--- config.mk ---
export PLATFORM = sky130hd
export DESIGN_NAME = apb2_cmd_master_flat
export DESIGN_NICKNAME = d
export VERILOG_FILES = /design/src/rtl/apb2_pkg.sv /design/src/rtl/apb2_cmd_master_if.sv /design/src/rtl/apb2_wait_timer.sv /design/src/rtl/apb2_cmd_master.sv /design/src/flat_wrapper.sv
export SDC_FILE = /design/constraint.sdc
export NUM_CORES = 1
export LEC_CHECK = 0
export CAP_MARGIN = 20
export CORE_UTILIZATION = 30
export CTS_BUF_LIST = sky130_fd_sc_hd__clkbuf_16
export CTS_CLUSTER_DIAMETER = 120
export DETAILED_ROUTE_END_ITERATION = 7
export GPL_TIMING_DRIVEN = 0
export SETUP_SLACK_MARGIN = 0.1
export SYNTH_ARGS = -nofsm -noshare
export SYNTH_HDL_FRONTEND = slang
export SYNTH_HIERARCHICAL = 1
export SYNTH_SLANG_ARGS = --single-unit
--- constraint.sdc ---
create_clock -name pclk -period 3.15 [get_ports pclk]
set_input_delay 0.63 -clock pclk [delete_from_list [all_inputs] [get_ports pclk]]
set_output_delay 0.63 -clock pclk [all_outputs]
set_load 0.05 [all_outputs]
--- src/rtl/apb2_pkg.sv ---
// Shared definitions for the APB2 command master: FSM state encoding and bus constants.
package apb2_pkg;

  // IDLE is encoded as zero so that an all-zero reset value is an idle controller.
  typedef enum logic [1:0] {
    IDLE   = 2'd0,
    SETUP  = 2'd1,
    ACCESS = 2'd2,
    RESP   = 2'd3
  } apb2_master_state_t;

  localparam logic [2:0] APB2_PPROT_DEFAULT = 3'b000;

  localparam int APB2_WAIT_CNT_W = 16;

endpackage

--- src/rtl/apb2_cmd_master_if.sv ---
// Command/response handshake plus APB bus bundle for the APB2 command master.
interface apb2_cmd_master_if #(
  parameter int data_width = 32,
  parameter int addr_width = 8
);
  localparam int strb_width = data_width / 8;

  // command channel
  logic                  cmd_valid;
  logic                  cmd_ready;
  logic                  cmd_write;
  logic [addr_width-1:0] cmd_addr;
  logic [data_width-1:0] cmd_wdata;
  logic [strb_width-1:0] cmd_strb;

  // response channel
  logic                  rsp_valid;
  logic                  rsp_ready;
  logic [data_width-1:0] rsp_rdata;
  logic                  rsp_err;
  logic                  rsp_timeout;

  // APB request
  logic                  psel;
  logic                  penable;
  logic                  pwrite;
  logic [addr_width-1:0] paddr;
  logic [data_width-1:0] pwdata;
  logic [strb_width-1:0] pstrb;
  logic [2:0]            pprot;

  // APB completion
  logic [data_width-1:0] prdata;
  logic                  pready;
  logic                  pslverr;

  modport master (
    input  cmd_valid, cmd_write, cmd_addr, cmd_wdata, cmd_strb,
    input  rsp_ready,
    input  prdata, pready, pslverr,
    output cmd_ready,
    output rsp_valid, rsp_rdata, rsp_err, rsp_timeout,
    output psel, penable, pwrite, paddr, pwdata, pstrb, pprot
  );

  modport slave (
    output cmd_valid, cmd_write, cmd_addr, cmd_wdata, cmd_strb,
    output rsp_ready,
    output prdata, pready, pslverr,
    input  cmd_ready,
    input  rsp_valid, rsp_rdata, rsp_err, rsp_timeout,
    input  psel, penable, pwrite, paddr, pwdata, pstrb, pprot
  );

endinterface

--- src/rtl/apb2_wait_timer.sv ---
// Saturating ACCESS-phase wait counter; flags the wait cycle that reaches the limit.
module apb2_wait_timer (
  input  logic        pclk,
  input  logic        preset_n,
  input  logic        clear,
  input  logic        enable,
  input  logic [15:0] limit,
  output logic        expired
);

  logic [15:0] cnt;

  // count wait cycles, clear wins, hold at all-ones instead of wrapping
  always_ff @(posedge pclk or negedge preset_n) begin
    if (!preset_n)                      cnt <= '0;
    else if (clear)                     cnt <= '0;
    else if (enable && cnt != 16'hFFFF) cnt <= cnt + 16'd1;
  end

  // the wait cycle in progress is the one that takes the count to the limit
  assign expired = enable && (({1'b0, cnt} + 17'd1) >= {1'b0, limit});

endmodule

--- src/rtl/apb2_cmd_master.sv ---
// APB2 master: turns one command into one APB transfer and returns one response.
module apb2_cmd_master
  import apb2_pkg::*;
#(
  parameter int data_width     = 32,
  parameter int addr_width     = 8,
  parameter int timeout_cycles = 255
) (
  input logic               pclk,
  input logic               preset_n,
  apb2_cmd_master_if.master bus
);

  localparam int strb_width = data_width / 8;
  localparam logic [APB2_WAIT_CNT_W-1:0] tmo_limit = APB2_WAIT_CNT_W'(timeout_cycles);

  // every output is a flop; the whole registered set lives in one struct
  typedef struct packed {
    apb2_master_state_t    state;
    logic                  cmd_ready;
    logic                  psel;
    logic                  penable;
    logic                  pwrite;
    logic [addr_width-1:0] paddr;
    logic [data_width-1:0] pwdata;
    logic [strb_width-1:0] pstrb;
    logic                  rsp_valid;
    logic [data_width-1:0] rsp_rdata;
    logic                  rsp_err;
    logic                  rsp_timeout;
  } ctl_t;

  ctl_t q, d;
  logic accept;
  logic tmo_clear;
  logic tmo_en;
  logic tmo_expired;

  assign accept = bus.cmd_valid && q.cmd_ready;
  assign tmo_en = (q.state == ACCESS) && !bus.pready;

  apb2_wait_timer u_wait_timer (
    .pclk     (pclk),
    .preset_n (preset_n),
    .clear    (tmo_clear),
    .enable   (tmo_en),
    .limit    (tmo_limit),
    .expired  (tmo_expired)
  );

  // state and output registers; all-zero is IDLE with the bus parked
  always_ff @(posedge pclk or negedge preset_n) begin
    if (!preset_n) q <= '0;
    else           q <= d;
  end

  // next state and next registered outputs
  always_comb begin
    d           = q;
    d.cmd_ready = 1'b0;
    tmo_clear   = 1'b0;
    case (q.state)
      IDLE: begin
        if (accept) begin
          if (bus.cmd_addr[1:0] == 2'b00) begin
            d.state   = SETUP;
            d.psel    = 1'b1;
            d.penable = 1'b0;
            d.pwrite  = bus.cmd_write;
            d.paddr   = bus.cmd_addr;
            d.pwdata  = bus.cmd_wdata;
            d.pstrb   = bus.cmd_write ? bus.cmd_strb : '0;
            tmo_clear = 1'b1;
          end else begin
            // misaligned: answer with an error, never touch the bus
            d.state       = RESP;
            d.rsp_valid   = 1'b1;
            d.rsp_rdata   = '0;
            d.rsp_err     = 1'b1;
            d.rsp_timeout = 1'b0;
          end
        end else begin
          d.cmd_ready = 1'b1;
        end
      end
      SETUP: begin
        d.state   = ACCESS;
        d.penable = 1'b1;
      end
      ACCESS: begin
        if (bus.pready) begin
          d.state       = RESP;
          d.psel        = 1'b0;
          d.penable     = 1'b0;
          d.rsp_valid   = 1'b1;
          d.rsp_rdata   = q.pwrite ? '0 : bus.prdata;
          d.rsp_err     = bus.pslverr;
          d.rsp_timeout = 1'b0;
        end else if (tmo_expired) begin
          d.state       = RESP;
          d.psel        = 1'b0;
          d.penable     = 1'b0;
          d.rsp_valid   = 1'b1;
          d.rsp_rdata   = '0;
          d.rsp_err     = 1'b1;
          d.rsp_timeout = 1'b1;
        end
      end
      RESP: begin
        if (bus.rsp_ready) begin
          d.state     = IDLE;
          d.rsp_valid = 1'b0;
          d.cmd_ready = 1'b1;
        end
      end
      default: d.state = IDLE;
    endcase
  end

  assign bus.cmd_ready   = q.cmd_ready;
  assign bus.psel        = q.psel;
  assign bus.penable     = q.penable;
  assign bus.pwrite      = q.pwrite;
  assign bus.paddr       = q.paddr;
  assign bus.pwdata      = q.pwdata;
  assign bus.pstrb       = q.pstrb;
  assign bus.pprot       = APB2_PPROT_DEFAULT;
  assign bus.rsp_valid   = q.rsp_valid;
  assign bus.rsp_rdata   = q.rsp_rdata;
  assign bus.rsp_err     = q.rsp_err;
  assign bus.rsp_timeout = q.rsp_timeout;

endmodule

--- src/flat_wrapper.sv ---
// flat-port wrapper written by rule: the top's interface ports become plain ports
module apb2_cmd_master_flat import apb2_pkg::*;
#(
  parameter int data_width     = 32,
  parameter int addr_width     = 8,
  parameter int timeout_cycles = 255
)
  (pclk, preset_n, bus_cmd_valid, bus_cmd_write, bus_cmd_addr, bus_cmd_wdata, bus_cmd_strb, bus_rsp_ready, bus_prdata, bus_pready, bus_pslverr, bus_cmd_ready, bus_rsp_valid, bus_rsp_rdata, bus_rsp_err, bus_rsp_timeout, bus_psel, bus_penable, bus_pwrite, bus_paddr, bus_pwdata, bus_pstrb, bus_pprot);
  apb2_cmd_master_if #(.data_width(data_width), .addr_width(addr_width)) bus_i ();
  input logic pclk;
  input logic preset_n;
  input wire logic [$bits(bus_i.cmd_valid)-1:0] bus_cmd_valid;
  input wire logic [$bits(bus_i.cmd_write)-1:0] bus_cmd_write;
  input wire logic [$bits(bus_i.cmd_addr)-1:0] bus_cmd_addr;
  input wire logic [$bits(bus_i.cmd_wdata)-1:0] bus_cmd_wdata;
  input wire logic [$bits(bus_i.cmd_strb)-1:0] bus_cmd_strb;
  input wire logic [$bits(bus_i.rsp_ready)-1:0] bus_rsp_ready;
  input wire logic [$bits(bus_i.prdata)-1:0] bus_prdata;
  input wire logic [$bits(bus_i.pready)-1:0] bus_pready;
  input wire logic [$bits(bus_i.pslverr)-1:0] bus_pslverr;
  output wire logic [$bits(bus_i.cmd_ready)-1:0] bus_cmd_ready;
  output wire logic [$bits(bus_i.rsp_valid)-1:0] bus_rsp_valid;
  output wire logic [$bits(bus_i.rsp_rdata)-1:0] bus_rsp_rdata;
  output wire logic [$bits(bus_i.rsp_err)-1:0] bus_rsp_err;
  output wire logic [$bits(bus_i.rsp_timeout)-1:0] bus_rsp_timeout;
  output wire logic [$bits(bus_i.psel)-1:0] bus_psel;
  output wire logic [$bits(bus_i.penable)-1:0] bus_penable;
  output wire logic [$bits(bus_i.pwrite)-1:0] bus_pwrite;
  output wire logic [$bits(bus_i.paddr)-1:0] bus_paddr;
  output wire logic [$bits(bus_i.pwdata)-1:0] bus_pwdata;
  output wire logic [$bits(bus_i.pstrb)-1:0] bus_pstrb;
  output wire logic [$bits(bus_i.pprot)-1:0] bus_pprot;
  assign bus_i.cmd_valid = bus_cmd_valid;
  assign bus_i.cmd_write = bus_cmd_write;
  assign bus_i.cmd_addr = bus_cmd_addr;
  assign bus_i.cmd_wdata = bus_cmd_wdata;
  assign bus_i.cmd_strb = bus_cmd_strb;
  assign bus_i.rsp_ready = bus_rsp_ready;
  assign bus_i.prdata = bus_prdata;
  assign bus_i.pready = bus_pready;
  assign bus_i.pslverr = bus_pslverr;
  assign bus_cmd_ready = bus_i.cmd_ready;
  assign bus_rsp_valid = bus_i.rsp_valid;
  assign bus_rsp_rdata = bus_i.rsp_rdata;
  assign bus_rsp_err = bus_i.rsp_err;
  assign bus_rsp_timeout = bus_i.rsp_timeout;
  assign bus_psel = bus_i.psel;
  assign bus_penable = bus_i.penable;
  assign bus_pwrite = bus_i.pwrite;
  assign bus_paddr = bus_i.paddr;
  assign bus_pwdata = bus_i.pwdata;
  assign bus_pstrb = bus_i.pstrb;
  assign bus_pprot = bus_i.pprot;
  apb2_cmd_master #(.data_width(data_width), .addr_width(addr_width), .timeout_cycles(timeout_cycles)) u_core (.pclk(pclk), .preset_n(preset_n), .bus(bus_i));
endmodule
* Word-level counts from Yosys, hierarchy flattened
Index checks and enable logic that the tools add are counted.
Widths: inputs -> output; s select.
** Storage, ports and cells
- Logic and storage cells :: 69
- Output and inout port bits :: 86
- Flip-flop bits (word level) :: 101
- Bits of input ports :: 83
** Cells by class
- Order comparisons :: 1
- Reduce and logical (&&, ||, !) cells :: 17
- Eq/ne operators :: 9
- $add $sub $neg :: 2
- Muxes and demuxes :: 27
** Operators with widths (number)
- $mux 35 :: 3
- $mux 82 :: 1
- $pmux 34 s2 :: 1
- $mux 47 :: 1
- $mux 16 :: 2
- $mux 32 :: 1
- $add 16x1->17 const B :: 1
- $ge 17x8->1 const B :: 1
- $add 16x1->16 const B :: 1
- $ne 16x16->1 const B :: 1
- $mux 2 :: 6
- $reduce_and 4->1 :: 3
- $pmux 2 s4 :: 1
- $pmux 1 s3 :: 2
- $reduce_and 3->1 :: 2
- $reduce_bool 3->1 :: 2
- $mux 1 :: 5
- $reduce_and 5->1 :: 1
- $eq 2x2->1 const B :: 2
- $logic_and 1x1->1 :: 4
- $logic_not 2->1 :: 2
- $mux 4 :: 1
- $ne 2x1->1 const B :: 2
- $ne 2x2->1 const B :: 2
- 6 further kinds :: 8

* Longest topological paths before layout
- Depth in word-level cells :: 6
- Mapped depth :: 18
- Gate-level depth less buffers :: 15

* By module
The synthesis kept the hierarchy.
** By module, submodules not included
- apb2_cmd_master :: cells each 460, area each 4300.4 um^2, sequential area each 2127.0 um^2, instances 1
- apb2_wait_timer :: cells each 168, area each 1410.1 um^2, sequential area each 400.4 um^2, instances 1

* Worst setup path after synthesis
Ideal clock, no wire load.
- Path kind :: flip-flop to flip-flop
- Start :: register u_core.u_wait_timer.cnt[0]
- End :: register u_core.q (netlist bit u_core/bus.rsp_valid)
- Setup time :: 0.128 ns
- Data required time :: 3.022 ns
- Stages on the path, launching flop included :: 16
- Arrival :: 3.273 ns
- Path buffers :: 1
- Slack :: -0.251 ns
- Clock period less this slack :: 3.401 ns
- Path through :: dfrtp_1 > ha_1 > nand4_1 > nor3_1 > nand2_1 > xnor2_1 > ha_1 > a21o_1 > a21oi_1 > nand4_1 > o21a_1 > or3b_1 > buf_2 > and3_1 > o211ai_1 > mux2_1
** Between the ends
- Word-level cells in the longest chain between the ends :: 5
** RTL lines
- start, declared :: RTL line apb2_wait_timer.sv:11 : logic [15:0] cnt;
- start signal, assigned :: RTL line apb2_wait_timer.sv:17 : else if (enable && cnt != 16'hFFFF) cnt <= cnt + 16'd1;
- $add 16x1->17 :: RTL line apb2_wait_timer.sv:21 : assign expired = enable && (({1'b0, cnt} + 17'd1) >= {1'b0, limit});
- $ge 17x8->1 :: RTL line apb2_wait_timer.sv:21
- $logic_and 1x1->1 :: RTL line apb2_wait_timer.sv:21
- net u_core.tmo_expired :: RTL line apb2_cmd_master.sv:37 : logic tmo_expired;
- $ne 3x2->1 (no source line)
- $reduce_and 5->1 (no source line)
- end signal, assigned :: RTL line apb2_cmd_master.sv:53 : if (!preset_n) q <= '0;
- end signal, assigned :: RTL line apb2_cmd_master.sv:54 : else q <= d;
- end, declared :: RTL line apb2_cmd_master.sv:33 : ctl_t q, d;
The timed path passes the listed nets, and every way through them passes these cells.
A chain may end at the register's enable or synchronous reset.

* Worst setup path after layout
Ends and elaborated chain as after synthesis.

==> qor.json <==
{
  "fin_tns_setup": {"value": -7450, "unit": "ps"},
  "skew": {"value": 5.67, "unit": "ps"},
  "worst_hold_slack": {"value": 286, "unit": "ps"},
  "fraction_of_the_yosys_area_taken_by_sequential_cells": {"value": 0.443},
  "wl": {"value": 13700, "unit": "µm"},
  "drt-initial-drc-count": {"value": 133},
  "h_tree_levels": {"value": 3},
  "fp-row-count": {"value": 50},
  "dp_hpwl": {"value": 9660, "unit": "µm"},
  "synth_cell_types": {"value": 47},
  "yosysTopAreaCellShare": {"value": 0.443},
  "drt_pre_antenna_iters": {"value": 4},
  "area_delta_synth_final": {"value": 47.6, "unit": "%"},
  "pwr-share-clk": {"value": 0.133},
  "finish.utilization": {"value": 0.451},
  "synth.yosys.warnings": {"value": 6},
  "ff2ff_path_depth": {"value": 15},
  "grt_use_total": {"value": 0.143},
  "remaining_drc_errors": {"value": 0},
  "max_slew_margin": {"value": 0.581},
  "fin_crit_sh": {"value": 1.08},
  "sw_frac_of_total": {"value": 0.443},
  "place.gp.congestion": {"value": 0.764},
  "root_buffer": {"value": "clkbuf_16"},
  "layout-drive-gt1-share": {"value": 0.247},
  "detailroute.via_count": {"value": 4566},
  "critical_path.cell_chain": {"value": "ha_4 > buf_4 > and3_2 > and3_4 > xor2_1 > ha_1 > nand4_1 > a31oi_1 > o31a_1 > o21a_1 > or3b_1 > buf_6 > and3_4 > o211ai_1 > mux2_1"},
  "critical-path-top-cell-by-count": {"value": "and3_4"},
  "async_reset_ff_frac": {"value": 1.00},
  "grt_antenna_before_repair": {"value": 0},
  "postSynthAreaPerCell": {"value": 9.09, "unit": "µm²"},
  "cp_data_required_time": {"value": 3380, "unit": "ps"},
  "final_antenna_net_count": {"value": 0},
  "cts_tree": {"value": "done"},
  "setup-violations-final": {"value": 38},
  "initial_utilization": {"value": 0.305},
  "violations": {"value": "negative setup slack"},
  "rsz0062_at_grt": {"value": "true"},
  "global_route.overflow_total": {"value": 0},
  "buffer_ports.inserted": {"value": 165},
  "die_area": {"value": 19600, "unit": "µm²"},
  "crit_type": {"value": "reg2reg"},
  "timing.rr.end": {"value": "u_core/bus.rsp_valid"},
  "first_global_vias": {"value": 4418},
  "path_clk_slew": {"value": 70, "unit": "ps"},
  "worst_hold_path_type": {"value": "in2async"},
  "path_max_fanout": {"value": 5},
  "power_per_cell_area": {"value": 925, "unit": "nW/µm²"},
  "final_max_slew_viol_count": {"value": 0},
  "synth.top_cells.by_area": {"value": "dfrtp_1 (44%), nand2_1 (13%), buf_4 (11%)"},
  "nNetsFinal": {"value": 950},
  "drt-wirelength-per-cell": {"value": 12.6, "unit": "µm"},
  "critical_path.endpoint_type": {"value": "register"},
  "layout.filler_cells": {"value": 1828},
  "timing_hold_violations_final": {"value": 0},
  "clockBufferDepth": {"value": 2},
  "tightestPinTransition": {"value": 629, "unit": "ps"},
  "cp-start-kind": {"value": "register"},
  "clk_latency": {"value": 350, "unit": "ps"},
  "ir_drop": {"value": 478, "unit": "µV"},
  "crit_slowest_cell": {"value": "dfrtp_2"},
  "timing.critical_path.arrival": {"value": 3630, "unit": "ps"},
  "synth_seq_cells": {"value": 101},
  "netSwitchingPower": {"value": 3.45, "unit": "mW"},
  "postSynthCellCount": {"value": 628},
  "synth.cell_area": {"value": 5710, "unit": "µm²"},
  "number_of_buffers_added_by_the_clock_tree_synthesis_step": {"value": 9},
  "die_x": {"value": 140, "unit": "µm"},
  "seq_power_share": {"value": 0.256},
  "fmaxAchievable": {"value": 295, "unit": "MHz"},
  "cp_slowest_stage_delay": {"value": 450, "unit": "ps"},
  "synth.largest_area_cell": {"value": "dfrtp_1"},
  "final_worst_setup_slack": {"value": -245, "unit": "ps"},
  "internal_power_component": {"value": 4.34, "unit": "mW"},
  "chipHeight": {"value": 140, "unit": "µm"},
  "edff_count_synth": {"value": 0},
  "pin_count_of_the_biggest_net_entering_global_routing": {"value": 58},
  "n_antenna_cell": {"value": 0},
  "period_minus_slack": {"value": 3400, "unit": "ps"},
  "wire_length_of_the_first_global_routing_pass": {"value": 22300, "unit": "µm"},
  "run_status": {"value": "complete, but fails checks"},
  "r2r-start": {"value": "u_core/u_wait_timer/cnt[0]"},
  "fp.coreArea": {"value": 18700, "unit": "µm²"},
  "route.detailed.vias_per_inst": {"value": 4.21},
  "max_cap_violations": {"value": 0},
  "postSynth.topFlopCell": {"value": "dfrtp_1"},
  "numClockSinks": {"value": 101},
  "total_leakage_power": {"value": 4.20, "unit": "nW"},
  "setup.reg_to_reg.worst_slack": {"value": -250, "unit": "ps"},
  "floorplan.io_pins": {"value": 169},
  "combinationalPowerShare": {"value": 0.611}
}
[metrics by stage]
stage	worst slack [ps]	std cells	area, µm²	total power [mW]
finish	-245	1084	8430	7.80
global route	-400	1084	8430	8.26
CTS	-261	1081	8360	7.85
detailed placement	-521	1045	7770	6.35
global placement	-2750	1044	7740	6.33
floorplan	-36.5	645	5800	5.12
[layer usage]
metal / wire (µm) / track usage / vias to the layer above
li1: - / - / 2350
met1: 6220 / 0.180 / 2070
met2: 6270 / 0.233 / 137
met3: 1130 / 0.0568 / 9
met4: 87 / 0.0231 / 0
met5: 0 / 0 / -
[repair_timing]
item	in CTS	in global routing
gates cloned	3	0
setup buffers	17	3
endpoints found under the setup margin	39	39
resized for setup	31	16
pin swaps	22	11
hold endpoints to repair	0	0
hold buffers	0	0
[logic make-up (layout without fill, tap and decap cells)]
logic type	Yosys count	after routing	share of synthesized area
other cells	2	19	0.00132
xor+xnor	27	27	0.0414
simple gates	316	316	0.271
compound gates	32	32	0.0344
buf+inv	126	331	0.157
flops	101	101	0.443
mux	2	2	0.00394
fa+ha+maj	22	22	0.0482
[flip-flops by register name (all words and copies together) (netlist names)]
signal and count:
u_core/bus.psel 1, u_core/bus.cmd_ready 1, u_core/bus.paddr 8, u_core/bus.rsp_rdata 32, u_core/q 2, u_core/bus.pwrite 1, u_core/u_wait_timer/cnt 16, u_core/bus.pstrb 4
u_core/bus.rsp_valid 1, u_core/bus.penable 1, u_core/bus.pwdata 32, u_core/bus.rsp_err 1, u_core/bus.rsp_timeout 1
[critical path: cells and delay by family (launching register included)]
kind	cells	cell delay, ps
AO/OA/AOI/OAI	4	590
XOR/XNOR	1	140
adder cells (fa/ha/maj)	2	480
buffers and inverters	2	280
flip-flops	1	450
multiplexers	1	340
AND/OR/NAND/NOR	5	1020
[synthesized netlist by cell type, types with 2 or more instances]
library cell / instances
nand2_1: 205
dfrtp_1: 101
buf_4: 82
nand3_2: 33
ha_1: 22
nand3_1: 22
xor2_1: 21
inv_1: 20
nor2_1: 19
a21oi_1: 10
buf_2: 9
nand4_1: 9
o21ai_0: 8
buf_6: 7
xnor2_1: 6
and3_1: 5
and2_1: 3
buf_12: 3
clkbuf_1: 3
nand2b_1: 3
nor3_1: 3
a21o_1: 2
a31oi_1: 2
conb_1: 2
nor2b_1: 2
o211ai_1: 2
o21bai_1: 2
or3_1: 2
or4_1: 2
[worst max-delay path by stage]
stage | from | end | slack, ps | depth (start not counted)
2_1_floorplan | u_core/u_wait_timer/cnt[0] | u_core/bus.rsp_valid | -40 | 15
3_3_place_gp | preset_n | u_core/bus.pwdata[12] | -2750 | 1
3_5_place_dp | u_core/u_wait_timer/cnt[0] | u_core/bus.rsp_valid | -520 | 15
4_1_cts | u_core/u_wait_timer/cnt[0] | u_core/bus.rsp_valid | -260 | 17
5_1_grt | u_core/u_wait_timer/cnt[0] | u_core/bus.rsp_valid | -400 | 17
6_report | u_core/u_wait_timer/cnt[0] | u_core/bus.rsp_valid | -250 | 15
[layout make-up]
type / count / area, µm² / share of cell area
flip-flops and latches: 101 / 2530 / 0.300
clock inverters: 7 / 40.0 / 0.00475
plain buffers: 105 / 838 / 0.0995
inverters: 21 / 83.8 / 0.00995
repair buffers: 189 / 1920 / 0.228
multi-input cells: 418 / 2500 / 0.296
well taps: 234 / 293 / 0.0347
clock buffers: 9 / 225 / 0.0267
[cells in the final DEF, fill, tap and decap left out, drive strengths merged, types with 5 or more instances in the layout]
master	Yosys	final
a21oi	10	10
clkbuf	3	12
o21ai	8	8
dfrtp	101	101
xor2	21	21
nand2	205	205
nand3	55	55
buf	102	127
xnor2	6	6
conb	2	19
inv	21	22
clkinv	0	5
ha	22	22
clkdlybuf4s50	0	164
nor2	19	19
nand4	10	10
and3	6	6
[power by group through the flow]
stage,combinational (mW),clock (mW),sequential [mW]
final,4.77,1.03,2.00
after global routing,5.06,1.13,2.07
after CTS,4.77,1.08,2.00
after detailed placement,4.33,0,2.02
after global placement,4.32,0,2.00
after floorplan,3.06,0,2.06
Power figures use the tool's default switching activity.
